===== src/rtl/core_mem_pkg.sv =====
// Shared types for the core memory request path: opcodes, sizes, request bundle, arbiter states.
package core_mem_pkg;

    localparam logic [2:0] COP_RD = 3'b000;
    localparam logic [2:0] COP_WR = 3'b001;

    localparam logic [2:0] SZ_B = 3'd0;
    localparam logic [2:0] SZ_H = 3'd1;
    localparam logic [2:0] SZ_W = 3'd2;

    typedef struct packed {
        logic [2:0]  cop;
        logic [2:0]  size;
        logic [31:0] addr;
        logic [31:0] wdata;
    } core_req_t;

    typedef enum logic [1:0] {
        ST_IDLE   = 2'd0,
        ST_BUSY_I = 2'd1,
        ST_BUSY_D = 2'd2
    } arb_state_e;

    typedef enum logic {
        GRANT_I = 1'b0,
        GRANT_D = 1'b1
    } grant_e;

endpackage


===== src/rtl/core_mem_arb_wdog.sv =====
// Transaction watchdog: counts busy cycles without ack and flags the cycle the limit is reached.
module core_mem_arb_wdog #(
    parameter int TIMEOUT_CYCLES = 256
) (
    input  logic clk,
    input  logic rst,
    input  logic run,
    input  logic ack,
    output logic expire
);

    localparam logic [15:0] LAST = 16'(TIMEOUT_CYCLES - 1);

    logic [15:0] cnt;

    assign expire = run && (cnt == LAST);

    always_ff @(posedge clk) begin
        if (rst || !run || ack || expire)
            cnt <= '0;
        else
            cnt <= cnt + 16'd1;
    end

endmodule


===== src/rtl/core_mem_arb.sv =====
// Round-robin arbiter sharing the core memory port between the I-fetch and data sides.
// state     | meaning
// ST_IDLE   | no transaction; sample both requesters and grant one
// ST_BUSY_I | I-side request driven downstream, waiting for ack or timeout
// ST_BUSY_D | D-side request driven downstream, waiting for ack or timeout
module core_mem_arb
    import core_mem_pkg::*;
#(
    parameter int          TIMEOUT_CYCLES = 256,
    parameter logic [31:0] TO_DATA        = 32'hDEAD_BEEF
) (
    input  logic        clk,
    input  logic        rst,
    input  logic        i_req_val,
    input  logic [2:0]  i_req_cop,
    input  logic [2:0]  i_req_size,
    input  logic [31:0] i_req_addr,
    input  logic [31:0] i_req_wdata,
    output logic        i_req_ack,
    output logic [31:0] i_req_ack_data,
    input  logic        d_req_val,
    input  logic [2:0]  d_req_cop,
    input  logic [2:0]  d_req_size,
    input  logic [31:0] d_req_addr,
    input  logic [31:0] d_req_wdata,
    output logic        d_req_ack,
    output logic [31:0] d_req_ack_data,
    output logic        m_req_val,
    output logic [2:0]  m_req_cop,
    output logic [2:0]  m_req_size,
    output logic [31:0] m_req_addr,
    output logic [31:0] m_req_wdata,
    input  logic        m_req_ack,
    input  logic [31:0] m_req_ack_data,
    output logic        timeout_err
);

    arb_state_e state, state_nxt;
    grant_e     last_grant;
    core_req_t  i_req, d_req, m_req_q;
    logic       busy, expire, done;

    assign i_req = {i_req_cop, i_req_size, i_req_addr, i_req_wdata};
    assign d_req = {d_req_cop, d_req_size, d_req_addr, d_req_wdata};

    assign busy = (state != ST_IDLE);
    assign done = busy && (m_req_ack || expire);

    core_mem_arb_wdog #(.TIMEOUT_CYCLES(TIMEOUT_CYCLES)) u_wdog (
        .clk    (clk),
        .rst    (rst),
        .run    (busy),
        .ack    (m_req_ack),
        .expire (expire)
    );

    always_ff @(posedge clk) begin
        if (rst)
            state <= ST_IDLE;
        else
            state <= state_nxt;
    end

    always_comb begin
        state_nxt = state;
        case (state)
            ST_IDLE: begin
                if (i_req_val && (!d_req_val || last_grant == GRANT_D))
                    state_nxt = ST_BUSY_I;
                else if (d_req_val)
                    state_nxt = ST_BUSY_D;
            end
            ST_BUSY_I, ST_BUSY_D: begin
                if (done)
                    state_nxt = ST_IDLE;
            end
            default: state_nxt = ST_IDLE;
        endcase
    end

    // Downstream request is loaded only on the IDLE->BUSY edge, so it stays stable while busy.
    always_ff @(posedge clk) begin
        if (rst) begin
            m_req_q    <= '0;
            m_req_val  <= 1'b0;
            last_grant <= GRANT_D;
        end else if (state == ST_IDLE && state_nxt == ST_BUSY_I) begin
            m_req_q    <= i_req;
            m_req_val  <= 1'b1;
            last_grant <= GRANT_I;
        end else if (state == ST_IDLE && state_nxt == ST_BUSY_D) begin
            m_req_q    <= d_req;
            m_req_val  <= 1'b1;
            last_grant <= GRANT_D;
        end else if (done) begin
            m_req_val  <= 1'b0;
        end
    end

    assign m_req_cop   = m_req_q.cop;
    assign m_req_size  = m_req_q.size;
    assign m_req_addr  = m_req_q.addr;
    assign m_req_wdata = m_req_q.wdata;

    // A real ack in the expiry cycle wins over the watchdog.
    always_comb begin
        i_req_ack      = 1'b0;
        i_req_ack_data = '0;
        d_req_ack      = 1'b0;
        d_req_ack_data = '0;
        timeout_err    = expire && !m_req_ack;
        if (done) begin
            if (state == ST_BUSY_I) begin
                i_req_ack      = 1'b1;
                i_req_ack_data = m_req_ack ? m_req_ack_data : TO_DATA;
            end
            if (state == ST_BUSY_D) begin
                d_req_ack      = 1'b1;
                d_req_ack_data = m_req_ack ? m_req_ack_data : TO_DATA;
            end
        end
    end

endmodule


===== config.mk =====
export PLATFORM = sky130hd
export DESIGN_NAME = core_mem_arb
export DESIGN_NICKNAME = d
export VERILOG_FILES = /design/src/rtl/core_mem_pkg.sv /design/src/rtl/core_mem_arb_wdog.sv /design/src/rtl/core_mem_arb.sv
export SDC_FILE = /design/constraint.sdc
export NUM_CORES = 1
export LEC_CHECK = 0
export BUFFER_PORTS_ARGS = -buffer_cell sky130_fd_sc_hd__buf_2
export CAP_MARGIN = 20
export CORE_AREA = 5 5 119 121
export CTS_CLUSTER_DIAMETER = 40
export CTS_CLUSTER_SIZE = 24
export DETAILED_ROUTE_END_ITERATION = 10
export DIE_AREA = 0 0 124 126
export PLACE_DENSITY = 0.77
export SYNTH_ARGS = -nofsm -noshare
export SYNTH_HDL_FRONTEND = slang
export SYNTH_SLANG_ARGS = --single-unit

===== constraint.sdc =====
create_clock -name clk -period 3.5 [get_ports clk]
set_input_delay 0.175 -clock clk [delete_from_list [all_inputs] [get_ports clk]]
set_output_delay 0.175 -clock clk [all_outputs]
set_load 0.005 [all_outputs]

==> results of run 1 <==
## cells by family after synthesis
kind of cell / count (synthesis) / share of synthesized area, %
and+or+nand+nor: 358 / 33.7
DFF: 90 / 39.7
AOI/OAI and AO/OA: 81 / 15.9
buffers and inverters: 51 / 6.59
adders and majority gates: 5 / 1.38
xor gates and xnor gates: 14 / 2.70
## final cells by class
| class | count | area share (%) |
|---|---|---|
| timing repair buffer | 321 | 25.6 |
| clock buffer | 9 | 3.50 |
| tap | 176 | 3.42 |
| inverter | 4 | 0.233 |
| sequential | 90 | 28.0 |
| multi-input combinational | 458 | 37.8 |
| clock inverter | 7 | 1.53 |
## power groups by stage
stage / Clock (uW) / Combinational, uW / Sequential (uW)
after floorplan: 0 / 644 / 1400
after global placement: 0 / 1120 / 1380
after detailed placement: 0 / 1130 / 1380
after CTS: 1080 / 1130 / 1360
after global routing: 1120 / 1230 / 1390
final: 1050 / 1120 / 1360
## worst reg2reg max path: stages (launching register included)
cell	delay, ns
dfxtp_1	0.42
inv_1	0.09
ha_1	0.28
nor2b_1	0.17
o21ai_2	0.26
a211o_2	0.55
buf_12	0.30
nand2_1	0.10
a311oi_1	0.27
## placed cells by master, fill, tap and decap left out, types with 2 or more instances in the layout
cell / synthesis / layout
inv_1: 4 / 4
nand4_1: 3 / 3
bufinv_16: 0 / 2
xnor2_1: 4 / 4
o21ai_0: 2 / 2
nor2_1: 137 / 137
clkbuf_16: 0 / 9
dfxtp_1: 90 / 90
ha_1: 5 / 5
buf_4: 2 / 5
nand3_1: 8 / 8
nor3_1: 7 / 7
nand2_1: 151 / 151
a311oi_1: 70 / 70
nor2b_1: 26 / 26
and3_1: 18 / 18
inv_6: 0 / 2
buf_2: 11 / 314
a211o_2: 2 / 2
buf_12: 0 / 2
xor2_1: 10 / 10
## per-layer routing
layer / GRT usage (%) / up-vias / routed length [um]
met4: 3.99 / 2 / 138
met5: 0 / - / 13
met3: 6.05 / 13 / 1620
met1: 20.6 / 2332 / 6150
li1: - / 2601 / -
met2: 34.3 / 230 / 7980
## flip-flops by register name, summed over array words and instances, names as in the netlist
signal and flops:
m_req_addr 32, m_req_wdata 32, u_wdog.cnt 16, m_req_cop 3, m_req_size 3, state 2, last_grant 1, m_req_val 1
## worst max path at each step
stage | end | from
after floorplan | d_req_ack_data[18] | state[0]
after global placement | d_req_ack_data[9] | state[0]
after detailed placement | i_req_ack_data[5] | state[0]
after CTS | i_req_ack_data[5] | state[0]
after global routing | d_req_ack_data[11] | state[0]
final | d_req_ack_data[1] | state[1]
## per-stage QoR
step                      total power, uW  util [%]  cell area (um^2)  setup WS (ns)
after global placement               2490      47.1              6120          0.915
final                                3530      49.6              6440          0.456
after detailed placement             2510      47.1              6120          0.832
after floorplan                      2050         -              4530           1.31
after CTS                            3570      49.6              6440          0.464
after global routing                 3750      49.6              6440          0.285
==> Implementation_results.wiki, run 1 <==
{| class="wikitable"
! Metric !! Value
|-
| Most frequently used cell type in the post-synthesis netlist || nand2_1
|-
| Clk_lat worst skew || 0.33 ns
|-
| Share of flip-flops with an asynchronous set or reset || 0%
|-
| Drt drc || 0
|-
| Final standard cell count with taps included and fillers excluded || 1065
|-
| Hold Path Class || in -> reg
|-
| Number of resized instances in the post-cts repair step || 0
|-
| Area taken by flip-flops and latches || 1800 um^2
|-
| Boundary pin count || 315
|-
| Total clock buffers created by CTS || 9
|-
| Shortest period the worst path allows || 3.04 ns
|-
| Filler instances || 1315
|-
| Length in cells of the worst reg-to-reg path || 8
|-
| TritonCTS clock tree || yes
|-
| Worst min-delay path startpoint || d_req_addr[2]
|-
| Worst reg2reg startpoint || state[1]
|-
| CP cell instances || inv_1 -> ha_1 -> or4_1 -> nor3_1 -> a31o_2 -> nand2_1 -> nor2_1 -> buf_2
|-
| Routed wire length || 15.9 mm
|-
| Peak ir drop on the vdd network || 0.000273 V
|-
| Synthesized net count || 781
|-
| Kind of cell adding the most delay to the critical path || simple AND/OR/NAND/NOR gates
|-
| Layout cells sized above 1 || 38.9%
|-
| Distinct cell type count after synthesis || 37
|-
| Library cell occupying the most area in the post-synthesis netlist || dfxtp_1
|-
| Final Hold Fails || 0
|-
| Worst slew slack as a fraction of its limit || 46.6%
|-
| Wire length of the first global-routing pass || 23.4 mm
|-
| Iter 0 DRT Violations || 220
|-
| Worst clock skew || 0.00872 ns
|-
| Type of origin of the critical path || register
|-
| Die boundary width || 124 um
|-
| Syn. warnings || 0
|-
| Number of antenna violations at the first check in global routing || 1
|-
| Delay of the slowest cell on the worst path || 0.47 ns
|-
| Net count, final || 1066
|-
| Placer Congestion || 0.788
|-
| Share of Yosys cell area claimed by the top area cell type || 39.7%
|-
| Average via count per standard cell || 4.86
|-
| Maximum frequency from static timing analysis || 328 MHz
|-
| Post-synth EDFFs || 0
|-
| Share of power burned in combinational logic || 31.6%
|-
| GRT Total Usage || 18.6%
|-
| Diode insertion count for antenna repair || 0
|-
| Setup repair after global routing missed its margin || false
|-
| Switching power || 1160 uW
|-
| Final setup violation count || 0
|-
| Pins Over Slew Limit || 0
|-
| Most used standard cells in the synthesized netlist || nand2_1, nor2_1, dfxtp_1
|-
| Count of placed standard cells including taps || 1049
|-
| Initial cell density of the core || 34.9%
|-
| Bufs on Longest Clock Path || 2
|-
| Status || complete, no violations
|-
| Share of total power in the clock network || 29.7%
|-
| Sink Count || 90
|-
| Sum of negative setup slack || 0 ns
|-
| Register bit count reported by yosys || 90
|-
| Placement Rows || 42
|-
| Core region area || 13000 um^2
|-
| Final Cycle Share || 87.0%
|-
| Setup bufs post-CTS || 0
|-
| Capturing point of the worst reg2reg path || m_req_wdata[3]
|-
| Sequential share of the synthesized area || 39.7%
|-
| Depth of the critical timing path with buffers and inverters included || 8
|-
| Netlist Area Pre-Place || 4530 um^2
|-
| CP max stage cell || nand2_1
|-
| MaxCap Viol Count || 0
|-
| Number of input and output port buffers inserted || 314
|-
| Dpl hpwl || 12.0 mm
|-
| Worst Tran Pin Value || 0.799 ns
|-
| Average wire per standard cell || 14.9 um
|-
| Worst hold slack || 0.0985 ns
|-
| Iteration count of the initial detailed-routing pass || 4
|-
| Per-instance average area after synthesis || 7.57 um^2
|-
| CTS H-Tree Depth || 3
|-
| Largest cells by area after synthesis || dfxtp_1, a311oi_1, nand2_1
|-
| Number of global-route vias before repair || 4758
|-
| Reg2Reg Setup Slack || 0.95 ns
|-
| Die Outline Area || 15600 um^2
|-
| Net Sw Frac || 33.0%
|-
| End point of the worst hold path || m_req_addr[2]
|-
| Buf+Inv Stages, Crit Path || 2
|-
| Nature of the critical path endpoint || output port
|-
| Largest fanout of any net on the critical path || 25
|-
| Min-Delay Path Depth || 3
|-
| Critical path type || reg -> out
|-
| Clock slew at reported path FFs || 0.07 ns
|-
| Layout-stage area growth over the synthesis result || 42.1%
|-
| Global route total overflow || 0
|-
| Cell count after synthesis || 599
|-
| Leakage power summed over all cells || 0.00324 uW
|-
| Post-route ant nets || 0
|-
| Sequential group share of total power || 38.7%
|-
| Height of the chip || 126 um
|-
| Area taken by multi-input logic gates || 2430 um^2
|-
| Power per cell area || 548 nW/um^2
|-
| Largest net degree at the start of global routing || 85
|-
| Number of buffers inserted by hold repair at cts || 0
|-
| Internal Pwr Total || 2370 uW
|-
| Vias || 5178
|-
| Data arrival time of the critical path || 2.87 ns
|-
| Required @ worst endpoint || 3.32 ns
|-
| Buffer cell driving the clock tree root || clkbuf_16
|-
| Most instantiated flip-flop cell in the synthesis netlist || dfxtp_1
|}
(Power assumes the default switching activity.)
==> inputs of run 2 (changes only) <==
--- a/config.mk
+++ b/config.mk
@@ -12,7 +12,7 @@
 export CTS_CLUSTER_SIZE = 24
 export DETAILED_ROUTE_END_ITERATION = 10
 export DIE_AREA = 0 0 124 126
-export PLACE_DENSITY = 0.77
+export PLACE_DENSITY_LB_ADDON = 0.1
 export SYNTH_ARGS = -nofsm -noshare
 export SYNTH_HDL_FRONTEND = slang
 export SYNTH_SLANG_ARGS = --single-unit
==> Implementation_results.wiki, run 2 (synthesis results as in run 1) <==
{| class="wikitable"
! Metric !! Value
|-
| Buffer cell driving the clock tree root || clkbuf_16
|-
| Number of resized instances in the post-cts repair step || 0
|-
| Hold Path Class || in -> reg
|-
| Length in cells of the worst reg-to-reg path || 8
|-
| Status || complete, no violations
|-
| Dpl hpwl || 12.8 mm
|-
| MaxCap Viol Count || 0
|-
| Sink Count || 90
|-
| End point of the worst hold path || m_req_wdata[5]
|-
| Largest fanout of any net on the critical path || 25
|-
| Die Outline Area || 15600 um^2
|-
| Net count, final || 1066
|-
| Iteration count of the initial detailed-routing pass || 4
|-
| Total clock buffers created by CTS || 9
|-
| Power per cell area || 535 nW/um^2
|-
| Final setup violation count || 0
|-
| Wire length of the first global-routing pass || 24.9 mm
|-
| Capturing point of the worst reg2reg path || m_req_wdata[6]
|-
| Pins Over Slew Limit || 0
|-
| Type of origin of the critical path || register
|-
| GRT met3 Usage || 5.07%
|-
| Highest-count cells in the layout ignoring fill and taps || buf_2, nand2_1, nor2_1, dfxtp_1, a311oi_1
|-
| Data arrival time of the critical path || 2.92 ns
|-
| Worst setup path start || state[1]
|-
| Layout cells sized above 1 || 38.7%
|-
| Commonest non-fill, non-tap cell in the layout || buf_2
|-
| Worst min-delay path startpoint || d_req_wdata[5]
|-
| Setup bufs post-CTS || 0
|-
| Filler instances || 1350
|-
| Placement Rows || 42
|-
| Final Cycle Share || 88.5%
|-
| CTS H-Tree Depth || 3
|-
| Worst slew slack as a fraction of its limit || 45.8%
|-
| Average wire per standard cell || 15.7 um
|-
| GRT Total Usage || 20.1%
|-
| Maximum frequency from static timing analysis || 323 MHz
|-
| Number of antenna violations at the first check in global routing || 0
|-
| Placed instance area || 6120 um^2
|-
| Required @ worst endpoint || 3.32 ns
|-
| Drt drc || 0
|-
| Height of the chip || 126 um
|-
| Iter 0 DRT Violations || 217
|-
| Bufs on Longest Clock Path || 2
|-
| Shortest period the worst path allows || 3.10 ns
|-
| Layout Cell Area excl Fill || 6390 um^2
|-
| Post-layout power || 3420 uW
|-
| Placer Congestion || 0.772
|-
| Worst reg2reg startpoint || state[1]
|-
| Worst Tran Pin Value || 0.812 ns
|-
| Met1 usage || 22.0%
|-
| Min-Delay Path Depth || 3
|-
| Top Usage Layer GRT || met2
|-
| Area taken by multi-input logic gates || 2430 um^2
|-
| Global route total overflow || 0
|-
| Area taken by flip-flops and latches || 1800 um^2
|-
| Nature of the critical path endpoint || output port
|-
| Peak ir drop on the vdd network || 0.000222 V
|-
| Met2 usage in global routing || 36.9%
|-
| Largest net degree at the start of global routing || 75
|-
| Routed wire length || 16.7 mm
|-
| Core region area || 13000 um^2
|-
| Number of input and output port buffers inserted || 314
|-
| Final Hold Fails || 0
|-
| Reg2Reg Setup Slack || 0.80 ns
|-
| Post-route ant nets || 0
|-
| Clock slew at reported path FFs || 0.06 ns
|-
| Sum of negative setup slack || 0 ns
|-
| Die boundary width || 124 um
|-
| Worst clock skew || 0.00604 ns
|-
| Clk_lat worst skew || 0.34 ns
|-
| Number of global-route vias before repair || 5082
|-
| Boundary pin count || 315
|-
| Leakage power summed over all cells || 0.00322 uW
|-
| Critical path type || reg -> out
|-
| Average via count per standard cell || 4.92
|-
| Diode insertion count for antenna repair || 0
|-
| Initial cell density of the core || 34.9%
|-
| Vias || 5227
|-
| Number of buffers inserted by hold repair at cts || 0
|-
| TritonCTS clock tree || yes
|-
| Setup repair after global routing missed its margin || false
|-
| Layout-stage area growth over the synthesis result || 41.0%
|}
run 2: cell type report:
class	count	share of cell area (%)
sequential	90	28.2
tap	176	3.44
multi-input combinational	458	38.1
timing repair buffer	321	25.8
clock buffer	10	3.58
inverter	4	0.235
clock inverter	4	0.705
run 2: where the power goes:
part | internal, uW | switching, uW | total (uW) | leakage, uW
Sequential | 1250 | 123 | 1370 | 0.000741
Clock | 542 | 389 | 930 | 0.000138
Combinational | 484 | 630 | 1110 | 0.00234
run 2: how the worst max path moves through the flow:
stage	slack [ns]	depth (start not counted)	endpoint
final	0.40	8	i_req_ack_data[1]
after global routing	0.11	8	d_req_ack_data[9]
after CTS	0.37	8	i_req_ack_data[1]
after detailed placement	0.75	8	i_req_ack_data[1]
after global placement	0.94	7	m_req_addr[5]
after floorplan	1.31	9	d_req_ack_data[18]
run 2: layer usage:
| metal | vias to the layer above | part of all wire, % |
|---|---|---|
| met3 | 20 | 8.6 |
| met4 | 0 | 1.8 |
| met1 | 2379 | 38 |
| met2 | 227 | 51 |
| met5 | - | 0 |
| li1 | 2601 | - |
run 2: per-stage QoR:
step / setup WS (ns) / cells / utilization, % / hold WS, ns
after floorplan: 1.31 / 599 / - / 0.337
after global placement: 0.939 / 1049 / 47.1 / 0.429
after detailed placement: 0.750 / 1049 / 47.1 / 0.438
after CTS: 0.375 / 1063 / 49.3 / 0.0815
after global routing: 0.105 / 1063 / 49.3 / 0.0920
final: 0.402 / 1063 / 49.3 / 0.0917
run 2: critical path, cell delays in order, from the launching register on:
cell     delay [ns]
dfxtp_1        0.44
inv_1          0.09
ha_1           0.29
or4_1          0.43
nor3_1         0.21
a31o_2         0.24
nand2_1        0.46
nor2_1         0.28
buf_2          0.14
==> inputs of run 3 (changes only) <==
--- a/config.mk
+++ b/config.mk
@@ -5,7 +5,7 @@
 export SDC_FILE = /design/constraint.sdc
 export NUM_CORES = 1
 export LEC_CHECK = 0
-export BUFFER_PORTS_ARGS = -buffer_cell sky130_fd_sc_hd__buf_2
+export BUFFER_PORTS_ARGS = -buffer_cell sky130_fd_sc_hd__buf_4
 export CAP_MARGIN = 20
 export CORE_AREA = 5 5 119 121
 export CTS_CLUSTER_DIAMETER = 40
==> Implementation_results.wiki, run 3 (synthesis results as in run 1) <==
{| class="wikitable"
! Metric !! Value
|-
| Maximum frequency from static timing analysis || 323 MHz
|-
| Global route total overflow || 0
|-
| Post-layout power || 3650 uW
|-
| Worst clock skew || 0.00583 ns
|-
| Worst setup path start || state[1]
|-
| Highest signal layer in the routed design || met4
|-
| Height of the chip || 126 um
|-
| Sum of negative setup slack || 0 ns
|-
| Routed wire length || 17.1 mm
|-
| MaxCap Viol Count || 0
|-
| Sink Count || 90
|-
| Type of origin of the critical path || register
|-
| Area taken by multi-input logic gates || 2430 um^2
|-
| Power per cell area || 507 nW/um^2
|-
| Highest-count cells in the layout ignoring fill and taps || buf_4, nand2_1, nor2_1, dfxtp_1, a311oi_1
|-
| Number of antenna violations at the first check in global routing || 1
|-
| Die Outline Area || 15600 um^2
|-
| Number of input and output port buffers inserted || 314
|-
| Clk_lat worst skew || 0.33 ns
|-
| Filler instances || 1234
|-
| Data arrival time of the critical path || 2.92 ns
|-
| Hold Path Class || in -> reg
|-
| Pins Over Slew Limit || 0
|-
| Worst Tran Pin Value || 0.819 ns
|-
| Largest net degree at the start of global routing || 85
|-
| Boundary pin count || 315
|-
| Clock slew at reported path FFs || 0.06 ns
|-
| Shortest period the worst path allows || 3.09 ns
|-
| Dpl hpwl || 13.0 mm
|-
| Total clock buffers created by CTS || 9
|-
| TritonCTS clock tree || yes
|-
| CTS H-Tree Depth || 3
|-
| Number of buffers inserted by hold repair at cts || 0
|-
| GRT Total Usage || 20.6%
|-
| Final Cycle Share || 88.4%
|-
| Placement Rows || 42
|-
| Final setup violation count || 0
|-
| Wire length of the first global-routing pass || 25.6 mm
|-
| Die boundary width || 124 um
|-
| Worst reg2reg startpoint || state[1]
|-
| Net count, final || 1065
|-
| Nature of the critical path endpoint || output port
|-
| Setup repair after global routing missed its margin || false
|-
| Vias || 5235
|-
| Final Hold Fails || 0
|-
| Met1 layer wirelength in the final routing || 6.04 mm
|-
| Worst min-delay path startpoint || d_req_addr[22]
|-
| Worst slew slack as a fraction of its limit || 45.4%
|-
| Layout cells sized above 1 || 38.5%
|-
| Drt drc || 0
|-
| Critical path type || reg -> out
|-
| Iteration count of the initial detailed-routing pass || 4
|-
| Peak ir drop on the vdd network || 0.000234 V
|-
| Setup bufs post-CTS || 0
|-
| Layout-stage area growth over the synthesis result || 58.8%
|-
| Routed length on met3 || 1.70 mm
|-
| Post-route ant nets || 0
|-
| Detailed route wirelength on metal2 || 8.88 mm
|-
| Iter 0 DRT Violations || 196
|-
| Leakage power summed over all cells || 0.00338 uW
|-
| Average via count per standard cell || 4.92
|-
| Number of global-route vias before repair || 5026
|-
| Commonest non-fill, non-tap cell in the layout || buf_4
|-
| Buffer cell driving the clock tree root || clkbuf_16
|-
| Bufs on Longest Clock Path || 2
|-
| Required @ worst endpoint || 3.32 ns
|-
| Area taken by flip-flops and latches || 1800 um^2
|-
| Initial cell density of the core || 34.9%
|-
| Largest fanout of any net on the critical path || 25
|-
| Number of resized instances in the post-cts repair step || 0
|-
| Core region area || 13000 um^2
|-
| Placer Congestion || 0.794
|-
| Status || complete, no violations
|-
| Average wire per standard cell || 16.0 um
|}
## run 3: changes by cell type in the layout (fill, tap and decap cells not counted)
cell,previous run,this run
buf_2,314,0
buf_4,5,318
clkbuf_1,1,3
clkbuf_8,0,2
clkinv_2,3,1
diode_2,0,1
## run 3: final cells by class
class	count	area share, %
Timing Repair Buffer	320	33.7
Clock buffer	14	3.67
Sequential cell	90	25.0
Antenna cell	1	0.0348
Tap cell	176	3.06
Inverter	4	0.209
Clock inverter	2	0.487
Multi-Input combinational cell	458	33.8
## run 3: metal layers
| layer | vias to the layer above | global-route usage, % |
|---|---|---|
| met1 | 2382 | 21.9 |
| met5 | - | 0 |
| met2 | 226 | 37.8 |
| li1 | 2603 | - |
| met3 | 24 | 5.92 |
| met4 | 0 | 7.99 |
## run 3: power by group
| part | internal [uW] | leakage, uW | switching (uW) |
|---|---|---|---|
| logic | 657 | 0.00250 | 648 |
| registers | 1250 | 0.000741 | 122 |
| clock network | 593 | 0.000147 | 383 |
## run 3: final timing paths
kind	cells past startpoint	to	slack (ns)
max	8	i_req_ack_data[18]	0.41
min	3	m_req_addr[22]	0.12
max reg2reg	8	m_req_wdata[0]	0.72
min reg2reg	1	u_wdog.cnt[0]	0.47
## run 3: per-stage QoR
step                hold slack, ns  std cells  setup WS [ns]  area [um^2]  util (%)
floorplan                    0.337        599           1.31         4530         -
global placement             0.429       1048          0.885         6900      53.1
detailed placement           0.454       1048          0.739         6900      53.1
CTS                          0.102       1064          0.426         7200      55.4
global route                 0.105       1065          0.202         7200      55.5
finish                       0.115       1065          0.405         7200      55.5
## run 3: critical path, cell delays in order, from the launching register on
cell and delay (ns):
dfxtp_1 0.44, inv_1 0.09, ha_1 0.29, or4_1 0.42
nor3_1 0.22, a31o_2 0.24, nand2_1 0.45, nor2_1 0.30
buf_4 0.14
